==> src/rtl/tage_tbl_pkg.sv <==
// Package for the TAGE tagged-table controller.
// Holds table geometry, entry field offsets, the buffered update request
// type, the controller state encoding and a small saturating-counter helper.
package tage_tbl_pkg;

    localparam int IDX_W      = 9;
    localparam int ENTRY_W    = 12;
    localparam int UPD_DEPTH  = 2;
    localparam int STARVE_MAX = 3;
    localparam int STARVE_W   = $clog2(STARVE_MAX + 1);

    // Entry layout {tag[11:5], ctr[4:2], u[1:0]}
    localparam int TAG_LSB = 5;
    localparam int CTR_LSB = 2;
    localparam int U_LSB   = 0;

    typedef struct packed {
        logic [IDX_W-1:0]   idx;
        logic [ENTRY_W-1:0] data;
        logic [ENTRY_W-1:0] mask;
    } upd_req_t;

    typedef enum logic [0:0] {
        ST_INIT = 1'b0,
        ST_RUN  = 1'b1
    } tbl_state_e;

    // Saturating increment of the starvation counter
    function automatic logic [STARVE_W-1:0] starve_inc(input logic [STARVE_W-1:0] cnt);
        logic [STARVE_W-1:0] res;
        if (cnt == STARVE_W'(STARVE_MAX)) begin
            res = cnt;
        end else begin
            res = cnt + STARVE_W'(1);
        end
        return res;
    endfunction

endpackage

==> src/rtl/tage_upd_fifo.sv <==
// Synchronous FIFO of buffered training updates (UPD_DEPTH entries).
// Ports:
//   clock_i, reset_n_i : clock and asynchronous active-low reset
//   push_i, push_data_i: enqueue request (ignored when full)
//   pop_i              : dequeue request (ignored when empty)
//   head_o             : oldest entry, valid while empty_o is low
//   full_o, empty_o    : occupancy flags
module tage_upd_fifo
    import tage_tbl_pkg::*;
(
    input  logic     clock_i,
    input  logic     reset_n_i,
    input  logic     push_i,
    input  upd_req_t push_data_i,
    input  logic     pop_i,
    output upd_req_t head_o,
    output logic     full_o,
    output logic     empty_o
);

    localparam int PTR_W = $clog2(UPD_DEPTH);

    upd_req_t         mem_q [UPD_DEPTH];
    logic [PTR_W:0]   wr_ptr_q;
    logic [PTR_W:0]   wr_ptr_d;
    logic [PTR_W:0]   rd_ptr_q;
    logic [PTR_W:0]   rd_ptr_d;
    logic             push_s;
    logic             pop_s;

    // Wrap bit differs with equal low bits means every slot is occupied
    assign full_o  = (wr_ptr_q[PTR_W] != rd_ptr_q[PTR_W]) &&
                     (wr_ptr_q[PTR_W-1:0] == rd_ptr_q[PTR_W-1:0]);
    assign empty_o = (wr_ptr_q == rd_ptr_q);
    assign push_s  = push_i & ~full_o;
    assign pop_s   = pop_i & ~empty_o;
    assign head_o  = mem_q[rd_ptr_q[PTR_W-1:0]];

    // Pointer next-state
    always_comb begin
        if (push_s) begin
            wr_ptr_d = wr_ptr_q + (PTR_W+1)'(1);
        end else begin
            wr_ptr_d = wr_ptr_q;
        end
        if (pop_s) begin
            rd_ptr_d = rd_ptr_q + (PTR_W+1)'(1);
        end else begin
            rd_ptr_d = rd_ptr_q;
        end
    end

    // Pointer registers
    always_ff @(posedge clock_i or negedge reset_n_i) begin
        if (!reset_n_i) begin
            wr_ptr_q <= {(PTR_W+1){1'b0}};
            rd_ptr_q <= {(PTR_W+1){1'b0}};
        end else begin
            wr_ptr_q <= wr_ptr_d;
            rd_ptr_q <= rd_ptr_d;
        end
    end

    // Entry storage
    always_ff @(posedge clock_i or negedge reset_n_i) begin
        if (!reset_n_i) begin
            for (int i = 0; i < UPD_DEPTH; i++) begin
                mem_q[i] <= '{idx: {IDX_W{1'b0}}, data: {ENTRY_W{1'b0}}, mask: {ENTRY_W{1'b0}}};
            end
        end else if (push_s) begin
            mem_q[wr_ptr_q[PTR_W-1:0]] <= push_data_i;
        end
    end

endmodule

==> src/rtl/tage_tagged_table_ctrl.sv <==
// Requester-side controller for one 512x12 single-port TAGE tagged-table SRAM.
// Arbitrates predictor lookups (reads) against buffered training updates
// (masked writes) on the single RW port; read data returns one cycle after issue.
// Optional macro TAGE_TBL_INIT_EN: clear all entries (wdata=0, wmask=all ones)
// right after reset before accepting traffic.
// Ports:
//   clock, reset_n                 : clock, asynchronous active-low reset
//   lkp_valid/lkp_ready/lkp_idx    : lookup request handshake
//   rsp_valid/rsp_data             : lookup response, no backpressure
//   upd_valid/upd_ready/upd_idx/
//   upd_data/upd_mask              : training update handshake
//   init_done                      : table ready for traffic
//   ram_addr/en/wmode/wdata/wmask  : to SRAM RW0 port
//   ram_rdata                      : from SRAM RW0 port, valid cycle after read
module tage_tagged_table_ctrl
    import tage_tbl_pkg::*;
(
    input  logic               clock,
    input  logic               reset_n,
    input  logic               lkp_valid,
    output logic               lkp_ready,
    input  logic [IDX_W-1:0]   lkp_idx,
    output logic               rsp_valid,
    output logic [ENTRY_W-1:0] rsp_data,
    input  logic               upd_valid,
    output logic               upd_ready,
    input  logic [IDX_W-1:0]   upd_idx,
    input  logic [ENTRY_W-1:0] upd_data,
    input  logic [ENTRY_W-1:0] upd_mask,
    output logic               init_done,
    output logic [IDX_W-1:0]   ram_addr,
    output logic               ram_en,
    output logic               ram_wmode,
    output logic [ENTRY_W-1:0] ram_wdata,
    output logic [ENTRY_W-1:0] ram_wmask,
    input  logic [ENTRY_W-1:0] ram_rdata
);

    tbl_state_e          state_q;
    tbl_state_e          state_d;
    logic [STARVE_W-1:0] starve_cnt_q;
    logic [STARVE_W-1:0] starve_cnt_d;
    logic                rd_pend_q;
    logic [ENTRY_W-1:0]  rsp_hold_q;
    logic [ENTRY_W-1:0]  rsp_hold_d;

    logic                fifo_full_s;
    logic                fifo_empty_s;
    logic                push_s;
    logic                pop_s;
    logic                rd_issue_s;
    logic                force_upd_s;
    upd_req_t            head_s;
    upd_req_t            push_req_s;

`ifdef TAGE_TBL_INIT_EN
    logic [IDX_W-1:0]    init_cnt_q;
    logic [IDX_W-1:0]    init_cnt_d;
    logic                init_last_s;

    assign init_last_s = (init_cnt_q == {IDX_W{1'b1}});

    // Init address counter: one clear write per INIT cycle
    always_comb begin
        if (state_q == ST_INIT) begin
            init_cnt_d = init_cnt_q + IDX_W'(1);
        end else begin
            init_cnt_d = init_cnt_q;
        end
    end

    // Init counter register
    always_ff @(posedge clock or negedge reset_n) begin
        if (!reset_n) begin
            init_cnt_q <= {IDX_W{1'b0}};
        end else begin
            init_cnt_q <= init_cnt_d;
        end
    end
`endif

    assign push_req_s = '{idx: upd_idx, data: upd_data, mask: upd_mask};
    assign push_s     = upd_valid & upd_ready;

    tage_upd_fifo u_upd_fifo (
        .clock_i     (clock),
        .reset_n_i   (reset_n),
        .push_i      (push_s),
        .push_data_i (push_req_s),
        .pop_i       (pop_s),
        .head_o      (head_s),
        .full_o      (fifo_full_s),
        .empty_o     (fifo_empty_s)
    );

    // An update is forced once the FIFO is full or it has lost STARVE_MAX times
    assign force_upd_s = ~fifo_empty_s &
                         (fifo_full_s | (starve_cnt_q == STARVE_W'(STARVE_MAX)));

    // FSM state register
    always_ff @(posedge clock or negedge reset_n) begin
        if (!reset_n) begin
`ifdef TAGE_TBL_INIT_EN
            state_q <= ST_INIT;
`else
            state_q <= ST_RUN;
`endif
        end else begin
            state_q <= state_d;
        end
    end

    // FSM next state: INIT leaves after the last entry is cleared, RUN is terminal
    always_comb begin
        case (state_q)
            ST_INIT: begin
`ifdef TAGE_TBL_INIT_EN
                if (init_last_s) begin
                    state_d = ST_RUN;
                end else begin
                    state_d = ST_INIT;
                end
`else
                state_d = ST_RUN;
`endif
            end
            ST_RUN:  state_d = ST_RUN;
            default: state_d = ST_RUN;
        endcase
    end

    // FSM outputs and port arbitration: lookup first, then FIFO head
    always_comb begin
        lkp_ready  = 1'b0;
        upd_ready  = 1'b0;
        init_done  = 1'b0;
        ram_en     = 1'b0;
        ram_wmode  = 1'b0;
        ram_addr   = {IDX_W{1'b0}};
        ram_wdata  = {ENTRY_W{1'b0}};
        ram_wmask  = {ENTRY_W{1'b0}};
        pop_s      = 1'b0;
        rd_issue_s = 1'b0;
        case (state_q)
            ST_INIT: begin
`ifdef TAGE_TBL_INIT_EN
                // Gated by reset_n so the SRAM sees no enable while held in reset
                ram_en    = reset_n;
                ram_wmode = 1'b1;
                ram_addr  = init_cnt_q;
                ram_wmask = {ENTRY_W{1'b1}};
`else
                ram_en    = 1'b0;
`endif
            end
            ST_RUN: begin
                init_done = 1'b1;
                upd_ready = ~fifo_full_s;
                lkp_ready = ~force_upd_s;
                if (lkp_valid && !force_upd_s) begin
                    ram_en     = 1'b1;
                    ram_addr   = lkp_idx;
                    rd_issue_s = 1'b1;
                end else if (!fifo_empty_s) begin
                    ram_en    = 1'b1;
                    ram_wmode = 1'b1;
                    ram_addr  = head_s.idx;
                    ram_wdata = head_s.data;
                    ram_wmask = head_s.mask;
                    pop_s     = 1'b1;
                end else begin
                    ram_en = 1'b0;
                end
            end
            default: begin
                ram_en = 1'b0;
            end
        endcase
    end

    // Starvation counter: counts lookups that beat a pending update
    always_comb begin
        if (fifo_empty_s || pop_s) begin
            starve_cnt_d = {STARVE_W{1'b0}};
        end else if (rd_issue_s) begin
            starve_cnt_d = starve_inc(starve_cnt_q);
        end else begin
            starve_cnt_d = starve_cnt_q;
        end
    end

    // Response path: SRAM data is passed through in the response cycle and held afterwards
    always_comb begin
        if (rd_pend_q) begin
            rsp_hold_d = ram_rdata;
            rsp_data   = ram_rdata;
        end else begin
            rsp_hold_d = rsp_hold_q;
            rsp_data   = rsp_hold_q;
        end
    end

    assign rsp_valid = rd_pend_q;

    // Response and starvation registers
    always_ff @(posedge clock or negedge reset_n) begin
        if (!reset_n) begin
            rd_pend_q    <= 1'b0;
            rsp_hold_q   <= {ENTRY_W{1'b0}};
            starve_cnt_q <= {STARVE_W{1'b0}};
        end else begin
            rd_pend_q    <= rd_issue_s;
            rsp_hold_q   <= rsp_hold_d;
            starve_cnt_q <= starve_cnt_d;
        end
    end

endmodule
==> config.mk <==
export PLATFORM = sky130hd
export DESIGN_NAME = tage_tagged_table_ctrl
export DESIGN_NICKNAME = d
export VERILOG_FILES = /design/src/rtl/tage_tbl_pkg.sv /design/src/rtl/tage_upd_fifo.sv /design/src/rtl/tage_tagged_table_ctrl.sv
export SDC_FILE = /design/constraint.sdc
export NUM_CORES = 1
export LEC_CHECK = 0
export BUFFER_PORTS_ARGS = -buffer_cell sky130_fd_sc_hd__buf_2
export CAP_MARGIN = 20
export CORE_UTILIZATION = 52
export DETAILED_ROUTE_END_ITERATION = 8
export PLACE_DENSITY = 0.79
export REMOVE_ABC_BUFFERS = 1
export SYNTH_ARGS = -nofsm -noshare
export SYNTH_HDL_FRONTEND = slang
export SYNTH_SLANG_ARGS = --single-unit
==> constraint.sdc <==
create_clock -name clock -period 2.6 [get_ports clock]
set_clock_uncertainty 0.15 [all_clocks]
set_input_delay 0.13 -clock clock [delete_from_list [all_inputs] [get_ports clock]]
set_output_delay 0.13 -clock clock [all_outputs]
set_load 0.02 [all_outputs]
==> reports/metrics.cfg <==
[synthesis]
seq_area_frac_synth_pct=53.4
ys.flop_type=dfrtp_1
yosysTopAreaCellShare_pct=53.4
synth_top_cells_by_count=dfrtp_1, mux2_2, mux2i_1
synth_xor_area_share_pct=1.26
syn_avg_cell_area_um2=13.9
yosysMostFrequentCell=dfrtp_1
synth_compound_area_share_pct=2.67
syn_inst=286
synth_warnings=0
synth.area.top_cells=dfrtp_1, mux2_2, mux2_4, mux2i_1, nor2_1
async_reset_ff_share_pct=100
yosys_register_bits=85
synthMuxAreaShare_pct=33.9
synth_top_family_by_area=multiplexers
synth_fa_ha_area_share_pct=0.314
synth_area_mm2=0.00399
synth_edf_count=0
synthSimpleGateAreaFrac_pct=4.14
yosysUniqueCellTypes=30
yosysTopAreaCell=dfrtp_1

[pwr]
seqPwrFrac_pct=31.1
clkPwrFrac_pct=11.8
powerDensity_mw_per_mm2=1470
ir_drop_mv=0.863
power_switching_w=0.00323
internal-power_w=0.00451
p_comb_share_pct=57.2
p_sw_share_pct=41.8
power.leakage_nw=2.63

[place]
place_congestion=0.710
port_buffers=107
dpl_cell_area_mm2=0.00460
dpl.hpwl_um=5560

[clock_tree]
cts_tree=done
clk_latency_ns=0.34
cts_buffers=9
clock_sinks=85
clkTransAtPathRegs_ns=0.08
cts.path.max_buffers=2
post_cts_resized=0
h-tree-depth=3
cts_root_buf=clkbuf_8

[grt]
grt_pass1_wl_um=13400
grt_max_degree=48
grt_pass1_vias=2812
antenna_found_initial=0
grt_use_total_pct=22.6
grt.overflow.total=0

[critical_path]
slowest_stage=mux2_2
path_class=reg2out
worst_setup_path_start_kind=register
cp_max_fo=11
worstPathCellList=xnor2_2 > mux2_2 > o22ai_1 > buf_2
critPathMaxStageDelay_ns=0.52
rr_worst_depth=4
crit_arrival_ns=2.12
cp_data_required_time_ns=2.32
endpoint_kind=output port

[timing]
rsz0062_at_grt=no
fmax_ghz=0.417
period_minus_slack_ns=2.40
worst_slew_pin_slew_ns=0.604
setup-tns-final_ns=0
finalCritPeriodShare_pct=92.3
timing.final.hold_violations=0
slew_headroom_pct=59.8
slew_viol_final=0
setup_violations=0

[job]
max_cap_violations=0

[final_layout]
final_nets=501
ff_latch_area_mm2=0.00213
diodes=0
layout-drive-gt1-share_pct=48.4
n_fill_cell=511
fin_util_pct=71.9
multi_input_area_mm2=0.00170
finalInstanceArea_mm2=0.00527
syn_to_final_growth_pct=32.3

[die]
ioPinCount=109
core-area_mm2=0.00733
initial_core_util_pct=54.4
die_area_mm2=0.00802
die_y_um=89.6
rows=31
die_w_um=89.6

[drt]
drc_errors=0
via_per_inst=5.11
drt_first_pass_iters=4
drt-wirelength-per-cell_um=16.0
drtAntennaViolNets=0
vias=2784
routed_wl_um=8710
drtIter0Drc=147

[min_path]
hp-class=in2reg
whs_path_depth=4

[outcome]
outcome=completed

## per-layer routing
layer  GRT usage, %  part of all wire (%)  routed length, um  up-vias
li1               -                     -                  -     1298
met1           29.1                    43               3770     1395
met2           39.1                    51               4410       86
met3           3.60                   5.5                482        5
met4           7.36                  0.51                 44        0
met5              0                     0                  0        -
## area by class of cell
cell class | instances | share of cell area, %
inverters | 6 | 0.427
flip-flops and latches | 85 | 40.4
clock inverters | 4 | 0.925
repair buffers | 164 | 21.0
well taps | 99 | 2.35
clock buffers | 11 | 2.68
multi-input cells | 176 | 32.2
## critical path, delay by kind of cell (launching register included)
family | cells | cell delay (ns)
buf+inv | 1 | 0.19
flops | 1 | 0.44
xor+xnor | 1 | 0.39
mux | 1 | 0.52
compound gates | 1 | 0.23
## registers in the layout, summed over array words and instances, names as in the netlist
name	cells
u_upd_fifo.rd_ptr_q	2
starve_cnt_q	2
u_upd_fifo.mem_q	66
rsp_valid	1
u_upd_fifo.wr_ptr_q	2
rsp_hold_q	12
## stage by stage
| stage | std cells | hold slack [ns] | total power [W] | setup slack, ns |
|---|---|---|---|---|
| 6_report | 545 | 0.0842 | 0.00774 | 0.200 |
| 5_1_grt | 545 | 0.117 | 0.00821 | 0.0424 |
| 4_1_cts | 543 | 0.0907 | 0.00770 | 0.101 |
| 3_5_place_dp | 481 | 0.0307 | 0.00672 | 0.480 |
| 3_3_place_gp | 481 | 0.0229 | 0.00658 | 0.546 |
| 2_1_floorplan | 267 | -0.316 | 0.00541 | -0.780 |
## cells by family after synthesis
kind of cell / count (synthesis)
compound gates: 15
flops: 85
simple gates: 41
mux: 114
fa+ha+maj: 1
xor+xnor: 4
buf+inv: 25
other cells: 1
## worst paths after layout
kind                                                         start                            endpoint  slack, ns
worst max-delay path            u_upd_fifo.wr_ptr_q[0]$_DFFE_PN0P_                         ram_addr[2]       0.20
worst min-delay path                                     upd_valid  u_upd_fifo.wr_ptr_q[0]$_DFFE_PN0P_       0.08
worst max register to register  u_upd_fifo.rd_ptr_q[1]$_DFFE_PN0P_    u_upd_fifo.mem_q[41]$_DFFE_PN0P_       0.58
worst min register to register         starve_cnt_q[0]$_DFFE_PN0P_         starve_cnt_q[0]$_DFFE_PN0P_       0.31
max in group asynchronous                                  reset_n         starve_cnt_q[0]$_DFFE_PN0P_       1.49
min in group asynchronous                                  reset_n             rsp_hold_q[3]$_DFF_PN0_       0.18
## cell usage in the layout, fill, tap and decap left out, types with 6 or more instances in the layout
master | synthesis | final
dfrtp_1 | 85 | 84
buf_4 | 1 | 9
mux2i_1 | 34 | 34
inv_1 | 6 | 6
buf_2 | 8 | 106
dlygate4sd3_1 | 0 | 47
nor2_1 | 25 | 25
mux2_4 | 29 | 29
nand2_1 | 12 | 12
clkbuf_8 | 0 | 10
o22ai_1 | 10 | 10
mux2_2 | 50 | 50
## power by group through the flow
stage                     sequential [W]  combinational (W)  clock, W
after global routing             0.00248            0.00474  0.000987
after floorplan                  0.00241            0.00300         0
after detailed placement         0.00241            0.00432         0
after global placement           0.00236            0.00422         0
after CTS                        0.00239            0.00438  0.000933
final                            0.00240            0.00442  0.000911
## repair_timing
item / in CTS / in global routing
hold buffers: 47 / 0
buffers inserted: 0 / 2
endpoints found under the setup margin: 0 / 5
endpoints found under the hold margin: 125 / 0
Power figures use the tool's default switching activity.
